## config.mk

```make
export PLATFORM = sky130hd
export DESIGN_NAME = alu_issue_reg
export DESIGN_NICKNAME = d
export VERILOG_FILES = /design/src/rtl/alu_issue_reg.sv
export SDC_FILE = /design/constraint.sdc
export NUM_CORES = 1
export LEC_CHECK = 0
export ABC_AREA = 1
export ABC_CLOCK_PERIOD_IN_PS = 800
export CORE_ASPECT_RATIO = 0.7
export CORE_MARGIN = 2
export CORE_UTILIZATION = 30
export CTS_CLUSTER_DIAMETER = 200
export DETAILED_ROUTE_END_ITERATION = 10
export GPL_ROUTABILITY_DRIVEN = 1
export PLACE_DENSITY = 0.81
export SYNTH_ARGS = -nofsm -noshare
export SYNTH_HDL_FRONTEND = slang
export SYNTH_SLANG_ARGS = --single-unit
```

## constraint.sdc

```tcl
create_clock -name clk -period 0.8 [get_ports clk]
set_input_delay 0.16 -clock clk [delete_from_list [all_inputs] [get_ports clk]]
set_output_delay 0.16 -clock clk [all_outputs]
set_load 0.02 [all_outputs]
```

## src/rtl/alu_issue_reg.sv

```systemverilog
// ID/EX issue register feeding the 32-bit ALU, with MEM/WB forwarding when ALU_ISSUE_FWD_EN is defined.
// Latency: one cycle from decode inputs to registered ALU operands and control; no combinational path to outputs.
// Backpressure: stall holds contents (in_ready = !stall); flush inserts a bubble and overrides stall.
module alu_issue_reg #(
    parameter int RW = 5
) (
    input  logic          clk,
    input  logic          rst_n,
    input  logic          in_valid,
    output logic          in_ready,
    input  logic [31:0]   in_rs_data,
    input  logic [31:0]   in_rt_data,
    input  logic [31:0]   in_imm,
    input  logic [RW-1:0] in_rs,
    input  logic [RW-1:0] in_rt,
    input  logic [RW-1:0] in_rd,
    input  logic          in_alusrc,
    input  logic [2:0]    in_control,
    input  logic          in_regwrite,
    input  logic          stall,
    input  logic          flush,
    input  logic          mem_we,
    input  logic [RW-1:0] mem_rd,
    input  logic [31:0]   mem_data,
    input  logic          wb_we,
    input  logic [RW-1:0] wb_rd,
    input  logic [31:0]   wb_data,
    output logic          out_valid,
    output logic [31:0]   out_a,
    output logic [31:0]   out_b,
    output logic [2:0]    out_control,
    output logic [RW-1:0] out_rd,
    output logic          out_regwrite
);

    logic          valid_q, valid_d;
    logic [31:0]   a_q, a_d;
    logic [31:0]   b_q, b_d;
    logic [2:0]    ctrl_q, ctrl_d;
    logic [RW-1:0] rd_q, rd_d;
    logic          regwrite_q, regwrite_d;
    logic [RW-1:0] rs_q, rs_d;
    logic [RW-1:0] rt_q, rt_d;
    logic          alusrc_q, alusrc_d;

    logic [31:0]   cap_a;
    logic [31:0]   cap_rt;

`ifdef ALU_ISSUE_FWD_EN
    // MEM beats WB; register 0 is hardwired and never forwarded.
    function automatic logic [31:0] fwd_sel(
        input logic [RW-1:0] tag,
        input logic [31:0]   dflt,
        input logic          m_we,
        input logic [RW-1:0] m_rd,
        input logic [31:0]   m_data,
        input logic          w_we,
        input logic [RW-1:0] w_rd,
        input logic [31:0]   w_data
    );
        logic [31:0] r;
        r = dflt;
        if (tag != '0) begin
            if (m_we && (m_rd == tag))      r = m_data;
            else if (w_we && (w_rd == tag)) r = w_data;
        end
        return r;
    endfunction

    assign cap_a  = fwd_sel(in_rs, in_rs_data, mem_we, mem_rd, mem_data, wb_we, wb_rd, wb_data);
    assign cap_rt = fwd_sel(in_rt, in_rt_data, mem_we, mem_rd, mem_data, wb_we, wb_rd, wb_data);
`else
    // Without forwarding the hazard unit stalls until writeback, so the
    // register-file data is already current; held tags are kept only for
    // structural symmetry with the forwarding build.
    assign cap_a  = in_rs_data;
    assign cap_rt = in_rt_data;

    logic unused_fwd;
    assign unused_fwd = ^{mem_we, mem_rd, mem_data, wb_we, wb_rd, wb_data, rs_q, rt_q};
`endif

    assign in_ready = !stall;

    // Next state: flush beats stall beats capture.
    always_comb begin
        valid_d    = valid_q;
        a_d        = a_q;
        b_d        = b_q;
        ctrl_d     = ctrl_q;
        rd_d       = rd_q;
        regwrite_d = regwrite_q;
        rs_d       = rs_q;
        rt_d       = rt_q;
        alusrc_d   = alusrc_q;
        if (flush) begin
            valid_d    = 1'b0;
            regwrite_d = 1'b0;
        end else if (stall) begin
`ifdef ALU_ISSUE_FWD_EN
            // A producer may reach MEM/WB while we wait; pick up its result.
            a_d = fwd_sel(rs_q, a_q, mem_we, mem_rd, mem_data, wb_we, wb_rd, wb_data);
            if (!alusrc_q)
                b_d = fwd_sel(rt_q, b_q, mem_we, mem_rd, mem_data, wb_we, wb_rd, wb_data);
`endif
        end else begin
            valid_d    = in_valid;
            a_d        = cap_a;
            b_d        = in_alusrc ? in_imm : cap_rt;
            ctrl_d     = in_control;
            rd_d       = in_rd;
            regwrite_d = in_valid & in_regwrite;
            rs_d       = in_rs;
            rt_d       = in_rt;
            alusrc_d   = in_alusrc;
        end
    end

    // State register with asynchronous clear.
    always_ff @(posedge clk or negedge rst_n) begin
        if (!rst_n) begin
            valid_q    <= 1'b0;
            a_q        <= '0;
            b_q        <= '0;
            ctrl_q     <= 3'b000;
            rd_q       <= '0;
            regwrite_q <= 1'b0;
            rs_q       <= '0;
            rt_q       <= '0;
            alusrc_q   <= 1'b0;
        end else begin
            valid_q    <= valid_d;
            a_q        <= a_d;
            b_q        <= b_d;
            ctrl_q     <= ctrl_d;
            rd_q       <= rd_d;
            regwrite_q <= regwrite_d;
            rs_q       <= rs_d;
            rt_q       <= rt_d;
            alusrc_q   <= alusrc_d;
        end
    end

    assign out_valid    = valid_q;
    assign out_a        = a_q;
    assign out_b        = b_q;
    assign out_control  = ctrl_q;
    assign out_rd       = rd_q;
    assign out_regwrite = valid_q & regwrite_q;

endmodule
```

* Word level (Yosys, flattened, before mapping)
Index checks and enable logic that the tools add are counted.
Widths: inputs -> output; s select.
** Cells by class
- Equal/unequal tests :: 1
- Muxes and demuxes :: 5
- Reduce and logical (&&, ||, !) cells :: 2
- Bitwise logic cells :: 4
** Operator list (count)
- $mux 32 :: 1
- $mux 1 :: 4
- $and 1x1->1 :: 2
- $ne 2x1->1 const B :: 1
- $not 1->1 :: 2
- $reduce_and 2->1 :: 1
- $logic_not 1->1 :: 1
** Word-level totals
- Logic and storage cells :: 18
- Output and inout bits :: 75
- Flip-flop bits (word level) :: 74
- Bits of input ports :: 197

* Depth between registers and ports, before layout
Gate-level depths: netlist of run 1.
- Word-level depth :: 3
- Depth in mapped cells :: 6

* Least setup slack after synthesis of run 1
No wires, ideal clock.
- Path type :: input port to flip-flop
- Start :: input port in_alusrc
- End :: register b_q[10], in the netlist out_b[10]
- Buffers on the path :: 2
- Path slack :: -0.029 ns
- Cell stages on the path :: 6
- Arrival time :: 0.712 ns
- Path through :: buf_2 > inv_1 > buf_2 > nand2_1 > nand3_1 > nand2_1
** On the way
- Cells in the longest elaborated chain, start to end :: 1
** Ends and longest elaborated chain
- start: declaration :: RTL line 17 : input logic in_alusrc,
- $mux 32 :: RTL line 109 : b_d = in_alusrc ? in_imm : cap_rt;
- end signal: assignment :: RTL line 124 : b_q <= '0;
- end signal: assignment :: RTL line 134 : b_q <= b_d;
- end: declaration :: RTL line 38 : logic [31:0] b_q, b_d;
Every way passes these cells.
A chain may end at the register's enable or synchronous reset.

* Worst setup path after layout of run 1
- Start :: register valid_q, in the netlist out_valid
- End :: output port out_regwrite
** On the way
- Cells in the longest elaborated chain, start to end :: 1
** Ends and longest elaborated chain
- start: declaration :: RTL line 36 : logic valid_q, valid_d;
- start signal: assignment :: RTL line 132 : valid_q <= valid_d;
- $and 1x1->1 :: RTL line 149 : assign out_regwrite = valid_q & regwrite_q;
- end: declaration :: RTL line 33 : output logic out_regwrite
Every way passes these cells.

==> impl_results.md, run 1 <==
- Status: finished with violations
- Failing checks: negative setup slack
- NumNets Final: 892
- Number of flops mapped to enable cells by yosys: 0
- Most frequent cell after synthesis: nand2_1
- GPL Wtd Cong: 0.781
- Mapped cell area: 3390 µm²
- Syn Area/Cell: 7.48 µm²
- Routed WL per cell: 13.9 µm
- Site row count: 32
- Total Wirelength: 11.9 mm
- Initial Util: 30.8%
- Fin area: 6410 µm²
- Iter 0 DRT Violations: 117
- Post-synth top area share: 54.7%
- Synth warnings: 0
- Cell Count, Final, Fillers Out: 853
- Clock latency on the worst-skew pair: 0.32 ns
- Total leakage power: 3.48 nW
- Worst-path clk slew: 0.05 ns
- Ratio of cells with drive above 1 in the final layout: 26.3%
- Power per cell area: 1900 nW/µm²
- Core Box Area: 11000 µm²
- CTS tree: yes
- Ports: 272
- Count of final max-slew check failures: 0
- Die Y: 92.9 µm
- Drt via density: 4.35
- Worst setup SP type: flip-flop
- Synthesized instance count: 453
- Slew headroom: 85.4%
- Initial antenna violation count: 0
- Post-synthesis sequential area ratio: 54.7%
- Synthesis-stage register bit count: 74
- Syn nets: 650
- Synth top cells by count: 252 x nand2_1, 74 x dfrtp_1, 68 x inv_1, 35 x nand3_1, 13 x buf_2
- Max cap viols: 0
- Clk_skew: 0 ns
- Number of library cell types mapped by synthesis: 9
- Critical path type: reg -> out
- WHS: 0.154 ns
- TNS Setup: -16.47 ns
- Die X: 131 µm
- Crit end category: output port
- Largest net degree at the start of global routing: 38
- Clk sinks: 74
- HPWL after detailed placement: 7.45 mm
- Initial DRT Pass Iterations: 4
- Port Buffers: 185
- Overall Power: 12.2 mW
- Tcrit/Tclk final: 140%
- Via count: 3708
- Maximum buffer depth of the clock tree: 2
- Inserted Clock Buffers: 9
- Fin crit period: 1.12 ns
- DRC viols: 0
- Grt ovf: 0
- # diodes: 0
- Number of global-route vias before repair: 3757
- Filler cells: 952
- Largest cells by area after synthesis: dfrtp_1 55%, nand2_1 28%, inv_1 7.5%
- Antenna-violating nets left: 0
- Post-DP Area: 5560 µm²
- F_max: 890 MHz
- Clock tree root buffer cell: clkbuf_16
- Total die area: 12200 µm²
- Worst hold path class: in -> reg
- Final WS setup: -0.324 ns
- Gr usage total: 19.4%
- Dpl cells: 796
- Crit Path Max Fanout: 3
- Endpoints failing setup: 77
- Post-synth top flop: dfrtp_1
- Yosys top cell by area: dfrtp_1
- Critical Path RT: 0.64 ns
- RSZ-0062 raised after global routing: true
- CTS H-Tree Depth: 3
- VDD IR max: 1.04 mV
- Final Hold Fails: 0
- Synth async-reset ratio: 100%
- First-pass GRT wire length: 18.1 mm
- Area Growth Syn to Fin: 89.4%
- Crit path DAT: 0.96 ns
- Worst slew pin tran: 0.219 ns
-- placed cells by master, fill, tap and decap left out, types with 5 or more instances in the layout --
cell type,netlist,routed
nand3_2,0,5
inv_1,68,66
nand2_1,252,239
nand3_1,35,29
dfrtp_1,74,73
buf_6,3,82
clkdlybuf4s50_1,0,106
nand2_2,0,13
buf_4,6,49
clkbuf_16,0,10
buf_12,0,7
-- cells by family (layout without fill, tap and decap cells) --
group | Yosys count | count (layout) | synth area share (%)
AND/OR/NAND/NOR | 288 | 288 | 33.4
buffers and inverters | 91 | 338 | 11.9
flip-flops | 74 | 74 | 54.7
-- layout make-up --
class	instances	area, µm²	share of cell area (%)
Clock inverter	5	30.0	0.468
Clock buffer	11	243	3.78
Tap cell	153	191	2.98
Inverter	69	262	4.08
Sequential cell	74	1850	28.9
Multi-Input combinational cell	288	1200	18.7
Timing Repair Buffer	253	2630	41.1
-- critical path: stages, from the launching register on --
cell     delay, ns
dfrtp_2       0.42
nand2_2       0.07
inv_2         0.04
buf_6         0.12
-- repair_timing --
item	4_1_cts	5_1_grt
pin swaps	15	11
setup buffers	27	26
hold endpoints to repair	74	0
gates resized for setup	471	22
gates cloned	5	1
endpoints found under the setup margin	149	130
hold buffers	1	0
-- where the power goes --
part / internal [mW] / leakage, nW / switching [mW]
Combinational: 2.17 / 2.44 / 1.72
Clock: 2.17 / 0.131 / 1.50
Sequential: 4.23 / 0.911 / 0.388
-- metal layers --
layer	up-vias	GRT usage, %	routed length [µm]
met1	1716	23.9	5000
met3	22	6.01	1060
met4	0	6.91	234
met2	173	32.0	5600
met5	-	0	0
li1	1797	-	-
-- metrics by stage --
stage / setup slack [ns] / util [%]
floorplan: -0.0291 / -
global placement: -0.637 / 50.5
detailed placement: -0.716 / 50.5
CTS: -0.354 / 57.1
global route: -0.370 / 58.3
finish: -0.324 / 58.3
-- worst paths after layout --
path                       startpoint  depth (start not counted)  slack, ns              to
max                         out_valid                          3      -0.32    out_regwrite
min                             flush                          4       0.15       out_valid
max reg2reg                 out_b[15]                          4      -0.09       out_b[15]
min reg2reg                 out_rd[3]                          2       0.50       out_rd[3]
max in group asynchronous       rst_n                          3       0.10  out_control[1]
min in group asynchronous       rst_n                          2       0.24       out_b[18]
-- sequential cells by signal (all words and copies together) (netlist names) --
signal       flops
out_a           32
regwrite_q       1
out_rd           5
out_control      3
out_valid        1
out_b           32
Power figures use the tool's default switching activity.
==> run 2, diff against run 1 <==
==> constraint.sdc (replaced) <==
create_clock -name clk -period 0.8 [get_ports clk]
set_input_delay 0.12 -clock clk [delete_from_list [all_inputs] [get_ports clk]]
set_output_delay 0.12 -clock clk [all_outputs]
set_load 0.02 [all_outputs]
==> impl_results.md, run 2 (same netlist as run 1, synthesis figures left out) <==
- Grt ovf: 0 (unchanged)
- # diodes: 0 (unchanged)
- Total Wirelength: 12.7 mm (+7.1%)
- Net switching power: 3.53 mW (-2.4%)
- Via count: 3844 (+3.7%)
- F_max: 954 MHz (+7.3%)
- DRC viols: 0 (unchanged)
- CTS tree: yes
- Status: finished with violations
- Total die area: 12200 µm² (unchanged)
- Sequential Power Share: 37.7% (-0.2 points)
- First-pass GRT wire length: 18.4 mm (+1.9%)
- Maximum buffer depth of the clock tree: 2 (unchanged)
- Site row count: 32 (unchanged)
- Worst-path clk slew: 0.05 ns (about the same)
- Core Util, Final: 60.5% (+2.3 points)
- Clock share of power: 29.2% (-0.9 points)
- Number of global-route vias before repair: 3881 (+3.3%)
- Worst R2R Path Depth: 4 (unchanged)
- Worst hold path class: in -> async
- Crit path DAT: 0.93 ns (-0.03 ns)
- NumNets Final: 902 (+1.1%)
- VDD IR max: 1.05 mV (+1.3%)
- Clk sinks: 74 (unchanged)
- Clock latency on the worst-skew pair: 0.32 ns (about the same)
- GPL Wtd Cong: 0.791 (+1.3%)
- Worst slew pin tran: 0.228 ns (+0.00879 ns)
- Critical Path RT: 0.68 ns (+0.04 ns)
- Dpl cells: 792 (-0.50%)
- Ports: 272 (unchanged)
- Final Hold Fails: 0 (unchanged)
- Ratio of cells with drive above 1 in the final layout: 26.6% (+0.31 points)
- Worst setup SP type: flip-flop
- Crit Path Max Fanout: 3 (unchanged)
- Inserted Clock Buffers: 9 (unchanged)
- Antenna-violating nets left: 0 (unchanged)
- Die Y: 92.9 µm (unchanged)
- Iter 0 DRT Violations: 202 (+73%)
- Largest net degree at the start of global routing: 38 (unchanged)
- Commonest non-fill, non-tap cell in the layout: nand2_1
- Power per cell area: 1840 nW/µm² (-3.3%)
- Core Box Area: 11000 µm² (unchanged)
- Fin area: 6670 µm² (+3.9%)
- Slew headroom: 84.8% (-0.59 points)
- Initial Util: 30.8% (unchanged)
- WHS: 0.184 ns (+0.0293 ns)
- Combinational Power Share: 33.1% (+1.1 points)
- Internal: 8.72 mW (+1.7%)
- Max cap viols: 0 (unchanged)
- HPWL after detailed placement: 7.64 mm (+2.5%)
- Area Growth Syn to Fin: 96.8%
- RSZ-0062 raised after global routing: true
- Filler cells: 900 (-5.5%)
- CTS H-Tree Depth: 3 (unchanged)
- Fin crit period: 1.05 ns (-0.0762 ns)
- Switching share of power: 28.8% (-0.86 points)
- Initial antenna violation count: 0 (unchanged)
- Worst stage delay on the critical path: 0.38 ns (-0.04 ns)
- TNS Setup: -13.00 ns (+3.47 ns)
- Total leakage power: 3.61 nW (+3.5%)
- Die X: 131 µm (unchanged)
- Cell Count, Final, Fillers Out: 860 (+0.82%)
- Routed WL per cell: 14.8 µm (+6.2%)
- Drt via density: 4.47 (+2.8%)
- Tcrit/Tclk final: 131% (-9.5 points)
- Port Buffers: 185 (unchanged)
- Critical path type: reg -> out
- Count of final max-slew check failures: 0 (unchanged)
- Overall Power: 12.3 mW (+0.50%)
- Commonest non-fill, non-tap cells in the layout: 245 x nand2_1, 106 x clkdlybuf4s50_1, 82 x buf_6
- Clock tree root buffer cell: clkbuf_16
- Endpoints failing setup: 83 (+7.8%)
- Pre-CTS WS: -0.653 ns (+0.0633 ns)
- Crit end category: output port
- Worst path slowest cell: dfrtp_1
- Clk_skew: 0 ns (unchanged)
- Post-DP Area: 5560 µm² (-0.11%)
- Initial DRT Pass Iterations: 4 (unchanged)
- CP cell instances: nand2_1 -> inv_1 -> buf_6
- Gr usage total: 19.8% (+0.44 points)
- Final WS setup: -0.248 ns (+0.0762 ns)
- Failing checks: negative setup slack
==> run 2: cell type report <==
type | instances | area [µm²] | share of cell area (%)
timing repair buffer | 263 | 2890 | 43.3
sequential | 74 | 1850 | 27.8
clock buffer | 13 | 260 | 3.90
multi-input combinational | 288 | 1210 | 18.1
inverter | 69 | 264 | 3.96
tap | 153 | 191 | 2.87
==> run 2: worst paths after layout <==
path	start	to	slack (ns)
min	rst_n	out_a[27]	0.18
max reg2reg	regwrite_q	regwrite_q	-0.05
max in group asynchronous	rst_n	out_a[4]	0.19
min in group clk	flush	regwrite_q	0.23
max	out_valid	out_regwrite	-0.25
min reg2reg	out_a[8]	out_a[8]	0.50
==> run 2: timing repair <==
action	CTS	global route
cloned	8	6
gates resized for setup	474	29
setup endpoints to repair	149	124
endpoints found under the hold margin	74	0
buffers inserted	28	24
hold buffers	1	0
pin swaps	7	19
==> run 2: power groups by stage <==
stage / combinational (mW) / clock, mW / sequential (mW)
final: 4.06 / 3.58 / 4.62
after detailed placement: 3.30 / 0 / 4.57
after floorplan: 0.709 / 0 / 5.15
after global placement: 3.23 / 0 / 4.56
after CTS: 3.80 / 3.68 / 4.61
after global routing: 4.32 / 3.86 / 4.67
==> run 2: worst max-delay path: cells and delay by family, from the launching register on <==
| kind | cells | cell delay (ns) |
|---|---|---|
| flip-flops | 1 | 0.38 |
| AND/OR/NAND/NOR | 1 | 0.06 |
| buffers and inverters | 2 | 0.16 |
==> run 2: per-layer routing <==
| metal | GRT usage [%] | vias up | wire length [µm] |
|---|---|---|---|
| met1 | 21.3 | 1812 | 4930 |
| met5 | 0 | - | 0 |
| met4 | 7.45 | 0 | 252 |
| met3 | 6.87 | 26 | 1170 |
| met2 | 35.8 | 184 | 6390 |
| li1 | - | 1822 | - |
==> run 3, diff against run 2 <==
Settings changed: PLACE_DENSITY 0.81 to 0.83.
==> impl_results.md, run 3 (same netlist as run 1, synthesis figures left out) <==
- Failing checks: negative setup slack
- Count of final max-slew check failures: 0 (unchanged)
- Max cap viols: 0 (unchanged)
- # diodes: 0 (unchanged)
- Slew headroom: 85.7% (+0.89 points)
- Overall Power: 12.0 mW (-1.8%)
- Hold path depth: 4
- Largest net degree at the start of global routing: 39 (+2.6%)
- RSZ-0062 raised after global routing: true
- Crit end category: output port
- Initial antenna violation count: 0 (unchanged)
- F_max: 946 MHz (-0.89%)
- Critical path type: reg -> out
- Total die area: 12200 µm² (unchanged)
- Clk_skew: 0 ns (unchanged)
- Status: finished with violations
- Total Wirelength: 11.5 mm (-9.8%)
- Port Buffers: 185 (unchanged)
- Grt ovf: 0 (unchanged)
- Critical Path RT: 0.68 ns (about the same)
- HPWL after detailed placement: 7.34 mm (-3.9%)
- Iter 0 DRT Violations: 80 (-60%)
- Crit path DAT: 0.94 ns (about the same)
- Clock tree root buffer cell: clkbuf_16
- DRC viols: 0 (unchanged)
- CTS H-Tree Depth: 3 (unchanged)
- Gr usage total: 18.3% (-1.6 points)
- Initial Util: 30.8% (unchanged)
- CP cell instances: nand2_1 -> inv_1 -> buf_6
- Final Hold Fails: 0 (unchanged)
- Clock latency on the worst-skew pair: 0.32 ns (about the same)
- NumNets Final: 873 (-3.2%)
- Commonest non-fill, non-tap cells in the layout: 247 x nand2_1, 106 x clkdlybuf4s50_1, 78 x buf_6
- First-pass GRT wire length: 16.9 mm (-8.3%)
- Ports: 272 (unchanged)
- Worst stage delay on the critical path: 0.38 ns (about the same)
- Drt via density: 4.24 (-5.1%)
- Final WS setup: -0.257 ns (-0.00939 ns)
- Routed WL per cell: 13.8 µm (-6.8%)
- Inserted Clock Buffers: 9 (unchanged)
- Worst-path clk slew: 0.05 ns (about the same)
- Post-DP Area: 5490 µm² (-1.1%)
- Worst path slowest cell: dfrtp_1
- Endpoints failing setup: 76 (-8.4%)
- Core Util, Final: 57.3% (-3.3 points)
- Antenna-violating nets left: 0 (unchanged)
- Fin area: 6310 µm² (-5.4%)
- WL met3: 1.03 mm (-12%)
- Via count: 3533 (-8.1%)
- Pre-CTS WS: -0.611 ns (+0.0416 ns)
- Clk sinks: 74 (unchanged)
- Area Growth Syn to Fin: 86.2%
- WHS: 0.218 ns (+0.0347 ns)
- Worst setup SP type: flip-flop
- Die X: 131 µm (unchanged)
- Fin crit period: 1.06 ns (+0.00939 ns)
- Ratio of cells with drive above 1 in the final layout: 21.9% (-4.7 points)
- Worst hold path class: in -> reg
- VDD IR max: 1.21 mV (+15%)
- Core Box Area: 11000 µm² (unchanged)
- GPL Wtd Cong: 0.757 (-4.3%)
- Worst slew pin tran: 0.215 ns (-0.0133 ns)
- Worst R2R Path Depth: 4 (unchanged)
- Filler cells: 953 (+5.9%)
- Tcrit/Tclk final: 132% (+1.2 points)
- Site row count: 32 (unchanged)
- Total leakage power: 3.43 nW (-5.0%)
- DRT met1 WL: 4.82 mm (-2.1%)
- Power per cell area: 1910 nW/µm² (+3.8%)
- Number of global-route vias before repair: 3444 (-11%)
- Die Y: 92.9 µm (unchanged)
- CTS tree: yes
- Maximum buffer depth of the clock tree: 2 (unchanged)
- Wire length on met2: 5.48 mm (-14%)
- Max Used Layer: met4
- Crit Path Max Fanout: 3 (unchanged)
- Commonest non-fill, non-tap cell in the layout: nand2_1
- Initial DRT Pass Iterations: 6 (+2)
==> run 3: cell types whose count changed in the layout (fill, tap and decap cells not counted), sizes merged <==
cell,before,now
dlygate4sd2,1,0
clkdlybuf4s15,0,2
bufbuf,0,1
clkbuf,19,16
buf,149,120
clkinv,0,3
==> run 3: report_power, final <==
| part | switching [mW] | internal [mW] |
|---|---|---|
| sequential | 0.366 | 4.23 |
| combinational | 1.66 | 2.06 |
| clock | 1.47 | 2.24 |
| total | 3.50 | 8.53 |
==> run 3: path summary, 6_finish.rpt <==
kind                       startpoint      endpoint  slack (ns)
setup / recovery            out_valid  out_regwrite       -0.26
hold / removal                  stall     out_valid        0.22
setup reg to reg            out_a[22]     out_a[22]       -0.05
hold reg to reg             out_rd[0]     out_rd[0]        0.49
max in group asynchronous       rst_n      out_a[0]        0.28
min in group asynchronous       rst_n     out_b[26]        0.31
==> run 3: critical path, delay by kind of cell (launching register included) <==
kind / cells / cell delay (ns)
flops: 1 / 0.38
buf+inv: 2 / 0.16
simple gates: 1 / 0.06
==> run 3: what timing repair did <==
action | 4_1_cts | 5_1_grt
resized for setup | 459 | 14
gates cloned | 4 | 4
hold endpoints to repair | 74 | 0
pin swaps | 2 | 9
endpoints found under the setup margin | 149 | 94
buffers inserted | 20 | 11
hold buffers | 1 | 0
==> run 3: metal layers <==
layer / GRT usage (%) / vias up
li1: - / 1762
met5: 0 / -
met1: 20.9 / 1631
met4: 5.23 / 0
met2: 31.7 / 127
met3: 6.93 / 13
==> run 3: cell type report <==
type                    instances  area [µm²]  area share, %
well taps                     153         191           3.04
clock inverters                 3        15.0          0.238
multi-input cells             288        1150           18.3
flip-flops and latches         74        1850           29.4
inverters                      69         262           4.15
repair buffers                234        2570           40.8
clock buffers                  12         256           4.07
==> run 3: per-stage QoR <==
stage / cells / TNS, ns
after global routing: 833 / -15.59
final: 833 / -12.96
after detailed placement: 782 / -62.37
after global placement: 782 / -60.61
after CTS: 822 / -14.21
after floorplan: 453 / 0
